<file path="src/rtl/gate4_sweep_ctrl.sv">
// Exhaustive 4-input gate tester: walks vectors 0..15, holds each for SETTLE_CYCLES,
// then compares the gate output against a latched truth table and reports mismatches.
module gate4_sweep_ctrl #(
    parameter int unsigned SETTLE_CYCLES = 4
) (
    input  logic        i_clk,
    input  logic        i_rst_n,
    input  logic        i_start,
    input  logic        i_abort,
    input  logic [15:0] i_truth,
    input  logic        i_f,
    output logic        o_a,
    output logic        o_b,
    output logic        o_c,
    output logic        o_d,
    output logic        o_busy,
    output logic        o_done,
    output logic        o_pass,
    output logic [4:0]  o_err_cnt,
    output logic [3:0]  o_first_err_vec,
    output logic        o_first_err_valid
);

    localparam logic [7:0] SETTLE_LAST = 8'(SETTLE_CYCLES - 1);

    typedef enum logic [1:0] {
        IDLE,
        SETTLE,
        SAMPLE,
        DONE
    } state_t;

    state_t      state_q, state_d;
    logic [3:0]  vec_q, vec_d;
    logic [7:0]  cnt_q, cnt_d;
    logic [15:0] truth_q, truth_d;
    logic [4:0]  err_cnt_q, err_cnt_d;
    logic [3:0]  first_vec_q, first_vec_d;
    logic        first_valid_q, first_valid_d;
    logic        pass_q, pass_d;
    logic        mismatch;

    always_ff @(posedge i_clk or negedge i_rst_n) begin
        if (!i_rst_n) begin
            state_q       <= IDLE;
            vec_q         <= 4'd0;
            cnt_q         <= 8'd0;
            truth_q       <= 16'd0;
            err_cnt_q     <= 5'd0;
            first_vec_q   <= 4'd0;
            first_valid_q <= 1'b0;
            pass_q        <= 1'b0;
        end else begin
            state_q       <= state_d;
            vec_q         <= vec_d;
            cnt_q         <= cnt_d;
            truth_q       <= truth_d;
            err_cnt_q     <= err_cnt_d;
            first_vec_q   <= first_vec_d;
            first_valid_q <= first_valid_d;
            pass_q        <= pass_d;
        end
    end

    assign mismatch = (i_f != truth_q[vec_q]);

    always_comb begin
        state_d       = state_q;
        vec_d         = vec_q;
        cnt_d         = cnt_q;
        truth_d       = truth_q;
        err_cnt_d     = err_cnt_q;
        first_vec_d   = first_vec_q;
        first_valid_d = first_valid_q;
        pass_d        = pass_q;

        case (state_q)
            IDLE: begin
                if (i_start) begin
                    truth_d       = i_truth;
                    vec_d         = 4'd0;
                    cnt_d         = 8'd0;
                    err_cnt_d     = 5'd0;
                    first_valid_d = 1'b0;
                    state_d       = SETTLE;
                end
            end
            SETTLE: begin
                if (i_abort) begin
                    state_d = IDLE;
                    vec_d   = 4'd0;
                    cnt_d   = 8'd0;
                    pass_d  = 1'b0;
                end else if (cnt_q == SETTLE_LAST) begin
                    cnt_d   = 8'd0;
                    state_d = SAMPLE;
                end else begin
                    cnt_d = cnt_q + 8'd1;
                end
            end
            SAMPLE: begin
                // Abort wins: the compare of this cycle is dropped entirely.
                if (i_abort) begin
                    state_d = IDLE;
                    vec_d   = 4'd0;
                    cnt_d   = 8'd0;
                    pass_d  = 1'b0;
                end else begin
                    if (mismatch) begin
                        err_cnt_d = err_cnt_q + 5'd1;
                        if (!first_valid_q) begin
                            first_vec_d   = vec_q;
                            first_valid_d = 1'b1;
                        end
                    end
                    if (vec_q == 4'd15) begin
                        state_d = DONE;
                        pass_d  = (err_cnt_d == 5'd0);
                    end else begin
                        vec_d   = vec_q + 4'd1;
                        state_d = SETTLE;
                    end
                end
            end
            DONE: begin
                state_d = IDLE;
                vec_d   = 4'd0;
            end
            default: begin
                state_d = IDLE;
            end
        endcase
    end

    assign o_busy            = (state_q == SETTLE) || (state_q == SAMPLE);
    assign o_done            = (state_q == DONE);
    assign o_a               = o_busy & vec_q[3];
    assign o_b               = o_busy & vec_q[2];
    assign o_c               = o_busy & vec_q[1];
    assign o_d               = o_busy & vec_q[0];
    assign o_pass            = pass_q;
    assign o_err_cnt         = err_cnt_q;
    assign o_first_err_vec   = first_vec_q;
    assign o_first_err_valid = first_valid_q;

endmodule

</file>
<file path="config.mk">
export PLATFORM = sky130hd
export DESIGN_NAME = gate4_sweep_ctrl
export DESIGN_NICKNAME = d
export VERILOG_FILES = /design/src/rtl/gate4_sweep_ctrl.sv
export SDC_FILE = /design/constraint.sdc
export NUM_CORES = 1
export LEC_CHECK = 0
export CAP_MARGIN = 20
export CORE_MARGIN = 2
export CORE_UTILIZATION = 52
export CTS_CLUSTER_DIAMETER = 50
export DETAILED_ROUTE_END_ITERATION = 12
export MAX_ROUTING_LAYER = met4
export PLACE_DENSITY = 0.91
export SLEW_MARGIN = 20
export SYNTH_ARGS = -nofsm -noshare
export SYNTH_HDL_FRONTEND = slang
export SYNTH_SLANG_ARGS = --single-unit
</file>
<file path="constraint.sdc">
create_clock -name i_clk -period 3.15 [get_ports i_clk]
set_clock_uncertainty 0.2 [all_clocks]
set_input_delay 0.63 -clock i_clk [delete_from_list [all_inputs] [get_ports i_clk]]
set_output_delay 0.63 -clock i_clk [all_outputs]
set_load 0.01 [all_outputs]
</file>
# Word-level counts from Yosys, hierarchy flattened
# Index checks and enable logic that the tools add are counted.
[op_classes]
addsub = 3
order_cmp = 1
eq_ne = 14
n_mux = 32
bitwise = 6
reduce_logical = 14
[op_table]
columns = ["op", "n"]
rows = [
  ["$mux W8", 4],
  ["$mux W5", 5],
  ["$pmux W8 S3", 1],
  ["$mux W4", 4],
  ["$pmux W4 S4", 1],
  ["$reduce_and A3 Y1", 4],
  ["$mux W2", 5],
  ["$ne A2 B2 Y1 const B", 5],
  ["$pmux W5 S2", 1],
  ["$ne A3 B3 Y1 const B", 3],
  ["$add A8 B1 Y8 const B", 1],
  ["$eq A8 B2 Y1 const B", 1],
  ["$pmux W2 S4", 1],
  ["$reduce_and A4 Y1", 2],
  ["$mux W1", 7],
  ["$add A5 B1 Y5 const B", 1],
  ["$logic_not A5 Y1", 1],
  ["$lt A4 B5 Y1 const B", 1],
  ["$add A4 B1 Y4 const B", 1],
  ["$and A1 B1 Y1", 4],
  ["$bmux W1 S4", 1],
  ["$eq A2 B2 Y1 const B", 2],
  ["$eq A4 B4 Y1 const B", 1],
  ["$pmux W1 S2", 2],
  ["8 further kinds", 11],
]
[word_totals]
ff_bits = 41
input_bits = 21
output_inout_bits = 17
word_cells = 78

# Logic depth before layout (Yosys ltp)
# Gate-level depths: netlist of the first run.
[depth]
depth_word = 10
ltp_mapped = 10
mapped_depth_nobuf = 8

# Worst setup path before layout of the first run
# Ideal clock, no wire load.
[synth_timing]
path_type = "reg-to-reg"
start = "reg vec_q[3]"
end = "reg err_cnt_q[3], in the netlist o_err_cnt[3]"
setup_time_ps = 121
t_arrival_ps = 2267
t_required_ps = 2829
setup_slack_ps = 562
stages_incl_launch_ff = 8
n_path_buf = 1
synth_period_minus_slack_ps = 2588
cell_sequence = "dfrtp_1 buf_6 mux4_2 mux4_2 xor2_2 and4_4 o21ai_2 a22o_1"
[synth_between]
elab_chain_cells = 8
[synth_lines]
columns = ["item", "line", "rtl"]
rows = [
  ["start: declaration", "34", "logic [3:0] vec_q, vec_d;"],
  ["start signal: assignment", "55", "vec_q <= vec_d;"],
  ["$bmux W1 S4", "65", "assign mismatch = (i_f != truth_q[vec_q]);"],
  ["$mux W1 (implied by the code)", "65", ""],
  ["$ne A1 B1 Y1", "65", ""],
  ["$mux W5", "109", "if (mismatch) begin"],
  ["$mux W5", "103", "if (i_abort) begin"],
  ["$mux W5", "77", "case (state_q)"],
  ["$mux W5", "103", ""],
  ["$pmux W5 S2", "77", ""],
  ["end signal: assignment", "58", "err_cnt_q <= err_cnt_d;"],
  ["end: declaration", "37", "logic [4:0] err_cnt_q, err_cnt_d;"],
]
# No other way between the ends. The select of a mux whose other input is x is not followed.
# A chain may end at the register's enable or synchronous reset.

# Final worst setup path of the first run
[layout_timing]
start = "reg vec_q[2]"
end = "reg err_cnt_q[3], in the netlist o_err_cnt[3]"
# The elaborated chain is that of the path after synthesis.

==> results by group, run 1 <==
Worst setup path
  • Setup slack, reg-to-reg: 340 ps
  • Worst setup path startpoint: vec_q[2]
  • Critical Path Sink: o_err_cnt[3]
  • Max Fanout on Critical Path: 9
  • Worst Reg-to-Reg Cells: 6
  • Worst reg2reg startpoint: vec_q[2]
  • Critical Path Sink Type: register
  • CP arrival: 2810 ps
  • Crit Path Category: register to register
  • Worst R2R End: o_err_cnt[3]
  • WP data required: 3150 ps
  • Critical Path Start Type: register

Power
  • Lkg Pwr: 1.14 nW
  • Pwr Density: 709 nW/um^2
  • Max IR drop VDD: 0.376 mV

Detailed routing
  • DRC Markers: 0
  • Via count: 1604
  • Routed WL per cell: 16.2 microns
  • Total Wirelength: 4480 microns
  • Iteration-0 DRC count of the detailed router: 206
  • ANT nets after route: 0
  • Number of detailed-route iterations in the first pass: 4
  • Vias/cell: 5.79

Synth
  • Number of synthesized flops with an enable pin: 0
  • Synth unique cells: 43
  • Prevailing post-synth register cell: dfrtp_1
  • Yosys top cell by area: dfrtp_1
  • Gate Count Post-Synth: 185
  • Seq/Total Area, Yosys: 48.5%
  • Avg Cell Area, Syn: 11.4 sq um
  • Syn nets: 213
  • Synthesized area: 2120 sq um
  • Synth area leaders: dfrtp_1, mux2_2, ha_1
  • Area share of the largest cell type after synthesis: 48.5%
  • Syn. warnings: 0
  • Flops & latches, synth: 41
  • Synth async-reset ratio: 100%

STA
  • Final setup TNS: 0 ps
  • Final period utilization: 89.1%
  • RSZ-0062 raised after global routing: no
  • Worst rel slew slack: 39.2%
  • Final setup fails: 0
  • Final Slew Violations: 0
  • F_max: 0.356 GHz
  • Slew of the pin with the lowest slew margin: 911 ps
  • Final Hold Violating Endpoints: 0
  • Final Critical Period: 2810 ps

Clock network
  • Worst-skew pair later-pin latency: 300 ps
  • Clk slew on worst S/H paths: 80 ps
  • CTS tree: done
  • Clk buf depth: 2
  • Root Buffer: clkbuf_8
  • CTS-repair resized insts: 0
  • CTS buffer count: 5
  • # H-tree levels: 2
  • Setup bufs post-CTS: 0
  • CTS Sinks: 41
  • CTS Hold Bufs: 0

Layout
  • Layout cells sized above 1: 18.1%
  • Layout Nets: 254
  • Synth-to-layout area growth: 24.1%
  • Ant diodes: 0
  • Final core occ: 66.2%

Global route
  • Largest net degree at the start of global routing: 42
  • GRT Util Overall: 24.4%
  • Global-route wire length before repair: 7980 microns
  • Vias in the first global route: 1687
  • Initial antenna violation count: 0
  • Gr ovfl total: 0

Placement
  • PortBufs: 37
  • Hpwl dp: 3290 microns
  • Final Wtd Congestion: 0.825

Floorplan
  • Height of the die: 67.8 microns
  • Starting density of the core: 53.3%
  • Chip width: 67.8 microns
  • Row cnt: 23
  • Die area: 4600 sq um
  • # IOs: 38
  • Core Area: 3970 sq um

Status
  • Outcome: finished clean

Job
  • Max-cap viol count: 0

Worst hold path
  • Hold WC Path Type: primary input to async pin
[cells by family after synthesis]
group | synth area share, %
AOI/OAI and AO/OA | 10.2
xor gates and xnor gates | 2.84
adders and majority gates | 4.14
buffers and inverters | 2.13
DFF | 48.5
muxes | 17.3
and+or+nand+nor | 14.9
[state kept, by name, summed over array words and instances, names as in the netlist]
register / flops
cnt_q: 8
vec_q: 4
state_q: 2
o_err_cnt: 5
o_first_err_vec: 4
truth_q: 16
o_first_err_valid: 1
o_pass: 1
[worst min path at each step]
stage	from	end	slack, ps	cells past startpoint
after floorplan	i_rst_n	cnt_q[0]	130	0
after global placement	o_pass	o_pass	280	2
after detailed placement	o_pass	o_pass	290	2
after CTS	i_rst_n	vec_q[3]	280	1
after global routing	truth_q[2]	truth_q[2]	320	1
final	i_rst_n	truth_q[8]	260	1
[power by group]
group / switching (W) / internal (W) / total [W]
clock network: 0.000183 / 0.000198 / 0.000381
logic: 0.000358 / 0.000357 / 0.000715
registers: 0.0000947 / 0.000671 / 0.000766
[critical path: stages, from the launching register on]
cell and delay [ps]:
dfrtp_1 460, mux4_1 590, mux4_2 500, xor2_2 340
and4_4 310, o21ai_2 50, a22o_1 240
[Yosys cell counts, types with 2 or more instances]
cell type   n
dfrtp_1    41
mux2_2     21
nand2_1    16
nor2_1     15
o21ai_0    12
nand3_1     9
ha_1        7
a21oi_1     4
and2_1      4
nand2b_1    4
a22o_1      3
clkbuf_1    3
inv_1       3
mux4_2      3
nor2b_1     3
o31ai_1     3
xnor2_1     3
and2_0      2
buf_6       2
mux4_1      2
nor3_1      2
xor2_1      2
[layer usage]
layer / track usage [%] / up-vias / wire, microns
met4: 11.3 / 0 / 106
met2: 39.1 / 50 / 2250
li1: - / 754 / -
met5: - / - / 0
met1: 30.8 / 792 / 1930
met3: 3.50 / 8 / 197
[cell usage in the layout, fill, tap and decap left out, types with 2 or more instances in the layout]
master / netlist / final
nor2b_1: 3 / 3
nand2_1: 16 / 16
o21ai_0: 12 / 12
and2_1: 4 / 4
nor3_1: 2 / 2
xor2_1: 2 / 2
clkbuf_8: 0 / 7
mux4_2: 3 / 3
buf_4: 0 / 2
nand2b_1: 4 / 4
a22o_1: 3 / 3
inv_1: 3 / 3
mux4_1: 2 / 2
a21oi_1: 4 / 4
dfrtp_1: 41 / 41
clkdlybuf4s50_1: 0 / 36
mux2_2: 21 / 21
xnor2_1: 3 / 3
o31ai_1: 3 / 3
nor2_1: 15 / 15
and2_0: 2 / 2
ha_1: 7 / 7
nand3_1: 9 / 9
[layout make-up]
| class | count | area (sq um) |
|---|---|---|
| timing repair buffer | 39 | 380 |
| clock buffer | 7 | 96.3 |
| tap | 50 | 62.6 |
| clock inverter | 1 | 5.00 |
| fill | 311 | 1340 |
| inverter | 3 | 11.3 |
| multi-input combinational | 136 | 1050 |
| sequential | 41 | 1030 |
[through the flow]
step	std cells	hold slack, ps	cell area, sq um	worst slack [ps]	total power, W
final	277	256	2630	342	0.00186
after global routing	277	322	2630	227	0.00199
after CTS	277	283	2630	342	0.00187
after detailed placement	269	293	2530	364	0.00149
after global placement	269	284	2530	483	0.00145
after floorplan	185	134	2120	562	0.00125
Note: power is estimated with default switching activity, not from simulation.
==> inputs of run 2 (changes only) <==
--- a/constraint.sdc
+++ b/constraint.sdc
@@ -3,3 +3,3 @@
 set_input_delay 0.63 -clock i_clk [delete_from_list [all_inputs] [get_ports i_clk]]
 set_output_delay 0.63 -clock i_clk [all_outputs]
-set_load 0.01 [all_outputs]
+set_load 0.02 [all_outputs]
==> results of run 2 <==
Same layout as run 1 (identical final DEF). Status: finished clean.
Main changes from that run: total power 0.00186 W -> 0.00189 W; worst IR drop on VDD 0.376 mV -> 0.377 mV
